**config.mk**
```make
export PLATFORM = sky130hd
export DESIGN_NAME = barrett_reduce_8380417
export DESIGN_NICKNAME = d
export VERILOG_FILES = /design/src/rtl/barrett_reduce_8380417_pkg.sv /design/src/rtl/barrett_reduce_8380417.sv
export SDC_FILE = /design/constraint.sdc
export NUM_CORES = 1
export LEC_CHECK = 0
export CORE_MARGIN = 5
export CORE_UTILIZATION = 35
export DETAILED_ROUTE_END_ITERATION = 7
export GPL_TIMING_DRIVEN = 0
export PLACE_DENSITY = 0.6
export SLEW_MARGIN = 20
export SYNTH_ARGS = -nofsm -noshare
export SYNTH_HDL_FRONTEND = slang
export SYNTH_SLANG_ARGS = --single-unit
```
**constraint.sdc**
```tcl
create_clock -name clock -period 5.55 [get_ports clock]
set_input_delay 1.665 -clock clock [delete_from_list [all_inputs] [get_ports clock]]
set_output_delay 1.665 -clock clock [all_outputs]
set_load 0.02 [all_outputs]
```
**src/rtl/barrett_reduce_8380417_pkg.sv**
```systemverilog
// Shared constants and helpers for Barrett reduction modulo the Dilithium prime q = 8380417.
// The correction helper turns the raw (qest, r) estimate into the exact quotient/remainder.
package barrett_reduce_8380417_pkg;

    localparam int X_W       = 46;
    localparam int Q_W       = 24;
    localparam int R_W       = 23;
    localparam int BARRETT_K = 46;
    localparam int PROD_W    = X_W + Q_W;
    localparam int QQ_W      = 48;
    localparam int RC_W      = 26;

    localparam logic [Q_W-1:0] DIL_Q     = 24'd8380417;
    localparam logic [Q_W-1:0] BARRETT_M = 24'd8396807;

    typedef struct packed {
        logic [Q_W-1:0] quotient;
        logic [R_W-1:0] remainder;
    } barrett_res_t;

    // qest trails floor(x/q) by at most 2, so two conditional subtractions always suffice.
    function automatic barrett_res_t barrett_correct(input logic [RC_W-1:0] r,
                                                     input logic [Q_W-1:0]  qest);
        logic [RC_W-1:0] r_v;
        logic [Q_W-1:0]  q_v;
        barrett_res_t    res;
        r_v = r;
        q_v = qest;
        for (int i = 0; i < 2; i++) begin
            if (r_v >= {2'd0, DIL_Q}) begin
                r_v = r_v - {2'd0, DIL_Q};
                q_v = q_v + 24'd1;
            end else begin
                r_v = r_v;
                q_v = q_v;
            end
        end
        res.quotient  = q_v;
        res.remainder = R_W'(r_v);
        return res;
    endfunction

endpackage

```
**src/rtl/barrett_reduce_8380417.sv**
```systemverilog
// Three-stage pipelined Barrett reducer for q = 8380417: returns floor(x/q) and x mod q
// for any 46-bit x, one operand per clock, no backpressure.
module barrett_reduce_8380417
    import barrett_reduce_8380417_pkg::*;
(
    input  logic             clock,
    input  logic             reset,
    output logic             io_in_ready,
    input  logic             io_in_valid,
    input  logic [X_W-1:0]   io_in_bits,
    input  logic             io_out_ready,
    output logic             io_out_valid,
    output logic [R_W-1:0]   io_out_bits_remainder,
    output logic [Q_W-1:0]   io_out_bits_quotient
);

    logic [X_W-1:0]    x_s1_r;
    logic              v_s1_r;
    logic [X_W-1:0]    x_s2_r;
    logic [Q_W-1:0]    qest_s2_r;
    logic              v_s2_r;
    logic              out_valid_r;
    logic [Q_W-1:0]    out_quot_r;
    logic [R_W-1:0]    out_rem_r;

    logic [PROD_W-1:0] prod_s;
    logic [Q_W-1:0]    qest_s;
    logic [QQ_W-1:0]   qe_w_s;
    logic [QQ_W-1:0]   qq_s;
    logic [QQ_W-1:0]   r_wide_s;
    logic [RC_W-1:0]   r_s;
    barrett_res_t      res_s;
    logic              unused_out_ready_s;

    // No backpressure: the consumer's ready is intentionally ignored.
    assign unused_out_ready_s = io_out_ready;
    assign io_in_ready        = reset;

    // Stage 2 arithmetic: high part of the full-width x*m product.
    always_comb begin
        prod_s = {24'd0, x_s1_r} * {46'd0, BARRETT_M};
        qest_s = Q_W'(prod_s >> BARRETT_K);
    end

    // Stage 3 arithmetic: r = x - qest*q with q = 2^23 - 2^13 + 1, then exact correction.
    always_comb begin
        qe_w_s   = {24'd0, qest_s2_r};
        qq_s     = (qe_w_s << 6'd23) - (qe_w_s << 6'd13) + qe_w_s;
        r_wide_s = {2'd0, x_s2_r} - qq_s;
        r_s      = RC_W'(r_wide_s);
        res_s    = barrett_correct(r_s, qest_s2_r);
    end

    // Pipeline and output registers; data always loads so invalid slots stay defined.
    always_ff @(posedge clock or negedge reset) begin
        if (!reset) begin
            x_s1_r      <= 46'd0;
            v_s1_r      <= 1'b0;
            x_s2_r      <= 46'd0;
            qest_s2_r   <= 24'd0;
            v_s2_r      <= 1'b0;
            out_valid_r <= 1'b0;
            out_quot_r  <= 24'd0;
            out_rem_r   <= 23'd0;
        end else begin
            x_s1_r      <= io_in_bits;
            v_s1_r      <= io_in_valid;
            x_s2_r      <= x_s1_r;
            qest_s2_r   <= qest_s;
            v_s2_r      <= v_s1_r;
            out_valid_r <= v_s2_r;
            out_quot_r  <= res_s.quotient;
            out_rem_r   <= res_s.remainder;
        end
    end

    assign io_out_valid          = out_valid_r;
    assign io_out_bits_quotient  = out_quot_r;
    assign io_out_bits_remainder = out_rem_r;

endmodule

```
# Word level (Yosys, flattened, before mapping)
# Cells that the tools add are included.
[totals] register_bits=146 input_bits=50 out_inout_bits=49
[classes] n_addsub=7 multipliers=1 magnitude_cmp=2 mux=4
[ops] cell="$mul 46x24->70 const B" n=1
[ops] cell="$ge 26x23->1 const B" n=2
[ops] cell="$sub 26x26->26" n=2
[ops] cell="$add 24x1->24 const B" n=2
[ops] cell="$mux 24" n=2
[ops] cell="$add 26x24->26" n=1
[ops] cell="$mux 26" n=1
[ops] cell="$sub 26x23->26 const B" n=1
[ops] cell="$mux 23" n=1
[ops] cell="$sub 23x23->23 const B" n=1

# Depth between registers and ports, before layout
[depth] word_depth=7 depth_mapped=27 ltp_nobuf=23

# Worst setup path after synthesis
# Ideal clock, no wire load.
[synth_path] path_kind="reg-to-reg" start="register qest_s2_r[16]" end="register out_quot_r[19] (netlist: io_out_bits_quotient[19])" setup_time_ps=129 arrival_time_ps=5910 required_time_ps=5421 setup_slack_ps=-489 stages_incl_launch_ff=25 path_buffers=5 path_cell_list="dfrtp_1 > ha_1 > fa_1 > inv_1 > ha_1 > buf_4 > a211oi_2 > o21bai_1 > mux2_1 > a41o_1 > a311oi_1 > nand2_1 > or4_1 > buf_4 > a21oi_2 > clkbuf_1 > clkbuf_1 > mux2i_1 > ha_1 > and4b_1 > nand4_1 > buf_4 > nand3_2 > nor4_2 > xnor2_1"
[synth_lines] item="start: declaration" line="barrett_reduce_8380417.sv:20" text="logic [Q_W-1:0] qest_s2_r;"
[synth_lines] item="start signal: assignment" line="barrett_reduce_8380417.sv:69" text="qest_s2_r <= qest_s;"
[synth_lines] item="end signal: assignment" line="barrett_reduce_8380417.sv:72" text="out_quot_r <= res_s.quotient;"
[synth_lines] item="end: declaration" line="barrett_reduce_8380417.sv:23" text="logic [Q_W-1:0] out_quot_r;"

==> results_dict.tcl <==
set metrics [dict create \
    status "complete, but fails checks" \
    violations "negative setup slack" \
    drt-pass1-iter-count 5 \
    r2r-end "io_out_bits_remainder[15]$_DFF_PN0_" \
    end_kind "register" \
    cts_buffer_depth 2 \
    fin_area_um2 20100 \
    cp.depth 25 \
    arrival_ns 6.07 \
    gp_congestion 0.911 \
    ys_seq_area_share_pct 24.0 \
    synthToLayoutAreaGrowth_pct 31.9 \
    slew_viol_final 0 \
    synthArstFlopShare_pct 100 \
    synth_warnings 0 \
    port_buffers 97 \
    drtIter0Drc 529 \
    dp_hpwl_um 32600 \
    yosys.area.top_type "dfrtp_1" \
    wl_per_cell_um 18.5 \
    grtUsageTotal_pct 18.3 \
    timing.fmax_mhz 176 \
    synth-main-ff-cell "dfrtp_1" \
    r2r_start "x_s2_r[18]$_DFF_PN0_" \
    hold_viol 0 \
    startpoint_type "register" \
    root_buffer "clkbuf_16" \
    grt_pass1_vias 12400 \
    ant_nets 0 \
    num-fill-cells 4001 \
    cp_slowest_stage_delay_ns 0.58 \
    crit_buf_inv 7 \
    crit_required_ns 5.93 \
    synth_enable_flop_cells 0 \
    synth_cell_types 90 \
    worst_pin_slew_ns 0.904 \
    clk_latency_ns 0.48 \
    seqCellArea_um2 3690 \
    reg2regPathDepth 25 \
    fin_ws_ns -0.143 \
    num_rows 76 \
    grt_pass1_wl_um 67800 \
    final_util_pct 46.6 \
    cts_tree "yes" \
    netlist_area_um2 15200 \
    die_h_um 219 \
    cts_max_level 4 \
    coreArea_um2 43100 \
    grt_start_max_net_pins 98 \
    cts_sinks 146 \
    cap_violations 0 \
    slew_headroom_pct 39.1 \
    timing.final.crit_share_pct 103 \
    place_area_um2 17000 \
    drive_gt1_share_pct 24.1 \
    drt-total-wl_um 42800 \
    critPathSlowestCell "or4_4" \
    ioPinCount 99 \
    crit_path_start "x_s2_r[18]$_DFF_PN0_" \
    worstSetupPathType "reg -> reg" \
    fin_worst_skew_ns 0.0116 \
    finalNetCount 2151 \
    vias 12000 \
    cp_top_family "adder cells" \
    synthTopCellsByArea "dfrtp_1, ha_1, fa_1" \
    vias_per_cell 5.18 \
    grt_setup_unrepaired "yes" \
    setup_viol 17 \
    path_clk_slew_ns 0.07 \
    avgSynthCellArea_um2 10.2 \
    synth_fp_nets 1922 \
    fin_crit_ns 5.69 \
    initial_core_util_pct 35.3 \
    fp.dieW_um 219 \
    hold_path.class "reg -> reg" \
    ys_ff_latch 146 \
    drc 0 \
    cts_made_buffers 17 \
    dieArea_um2 47800 \
    antenna_found_initial 1 \
    synth_top_area_share_pct 24.0 \
    gr-total-overflow 0 \
    cp_max_fo 5 \
    r2r_setup_slack_ns -0.14 \
    multi_input_area_um2 12000 \
    num_antenna_cells 0 \
    syn_inst 1488 \
    crit_path_end "io_out_bits_remainder[15]$_DFF_PN0_" \
]
==> per-layer routing <==
layer | wire (µm) | up-vias | global-route usage [%]
met1 | 18100 | 5940 | 23.1
li1 | - | 5713 | -
met2 | 21800 | 281 | 31.3
met3 | 1760 | 61 | 3.81
met5 | 0 | - | 0
met4 | 1150 | 0 | 6.01
==> cells in the mapped netlist, types with 10 or more instances <==
library cell and n:
nor4_1 10, nand4_1 33, buf_2 10, nor2b_1 11
xnor2_1 79, o21ai_0 39, fa_1 117, nand3_1 40
and3_1 13, inv_1 185, clkbuf_1 18, xor2_1 39
a21o_1 41, ha_1 267, a21oi_1 58, nor3_1 28
o211ai_1 12, dfrtp_1 146, nand2_1 66, nor2_1 58
a211oi_1 11
==> stage by stage <==
stage	TNS (ns)	hold slack, ns	instances	setup WS (ns)
2_1_floorplan	0	0.331	1488	0.0000382
3_3_place_gp	-546.69	0.340	2170	-4.45
3_5_place_dp	-57.52	0.339	2171	-1.33
4_1_cts	-2.24	0.355	2275	-0.143
5_1_grt	-8.33	0.366	2315	-0.315
6_report	-1.07	0.352	2315	-0.143
==> kinds of logic (layout without fill, tap and decap cells) <==
group	after synthesis	count (layout)	share of synthesized area (%)
compound gates	278	278	13.4
fa+ha+maj	384	384	37.3
buf+inv	226	467	6.02
mux	4	4	0.279
simple gates	332	333	12.2
flops	146	146	24.0
xor+xnor	118	118	6.79
==> state kept, by name, indices dropped and copies added, names as in the netlist <==
register and count:
v_s2_r 1, x_s2_r 26, io_out_bits_remainder 23, v_s1_r 1
qest_s2_r 24, x_s1_r 46, io_out_valid 1, io_out_bits_quotient 24
==> timing repair <==
item | CTS | global route
endpoints found under the setup margin | 54 | 57
cloned | 0 | 2
gates resized for setup | 187 | 136
pin swaps | 67 | 84
setup buffers | 79 | 44
hold buffers | 0 | 0
==> final cells by class <==
type | instances | area share, %
clock inverters | 15 | 0.922
clock buffers | 17 | 2.12
well taps | 585 | 3.64
flip-flops and latches | 146 | 18.4
multi-input cells | 1117 | 59.9
plain buffers | 29 | 1.30
inverters | 185 | 3.49
repair buffers | 221 | 10.2
==> worst min-delay path by stage <==
| stage | startpoint | endpoint | cells after the start |
|---|---|---|---|
| after floorplan | v_s2_r$_DFF_PN0_ | io_out_valid$_DFF_PN0_ | 0 |
| after detailed placement | v_s1_r$_DFF_PN0_ | v_s2_r$_DFF_PN0_ | 0 |
| final | v_s1_r$_DFF_PN0_ | v_s2_r$_DFF_PN0_ | 0 |
| after CTS | v_s1_r$_DFF_PN0_ | v_s2_r$_DFF_PN0_ | 0 |
| after global placement | v_s1_r$_DFF_PN0_ | v_s2_r$_DFF_PN0_ | 0 |
| after global routing | v_s1_r$_DFF_PN0_ | v_s2_r$_DFF_PN0_ | 0 |
==> placed cells by master, fill, tap and decap left out, types with 12 or more instances in the layout <==
cell type        instances
a21o_1                  41
a21oi_1                 44
buf_4                  108
buf_6                   21
clkbuf_16               19
clkdlybuf4s50_1         96
dfrtp_1                118
dfrtp_2                 28
fa_1                   114
ha_1                   242
ha_4                    22
inv_1                  175
nand2_1                 58
nand3_1                 39
nand4_1                 33
nor2_1                  44
nor3_1                  17
o211ai_1                12
o21ai_0                 29
xnor2_1                 64
xor2_1                  38
Power is left out: the tool's default activity adds up to more than one toggle a clock period on the data nets, which glitch-free logic cannot reach.
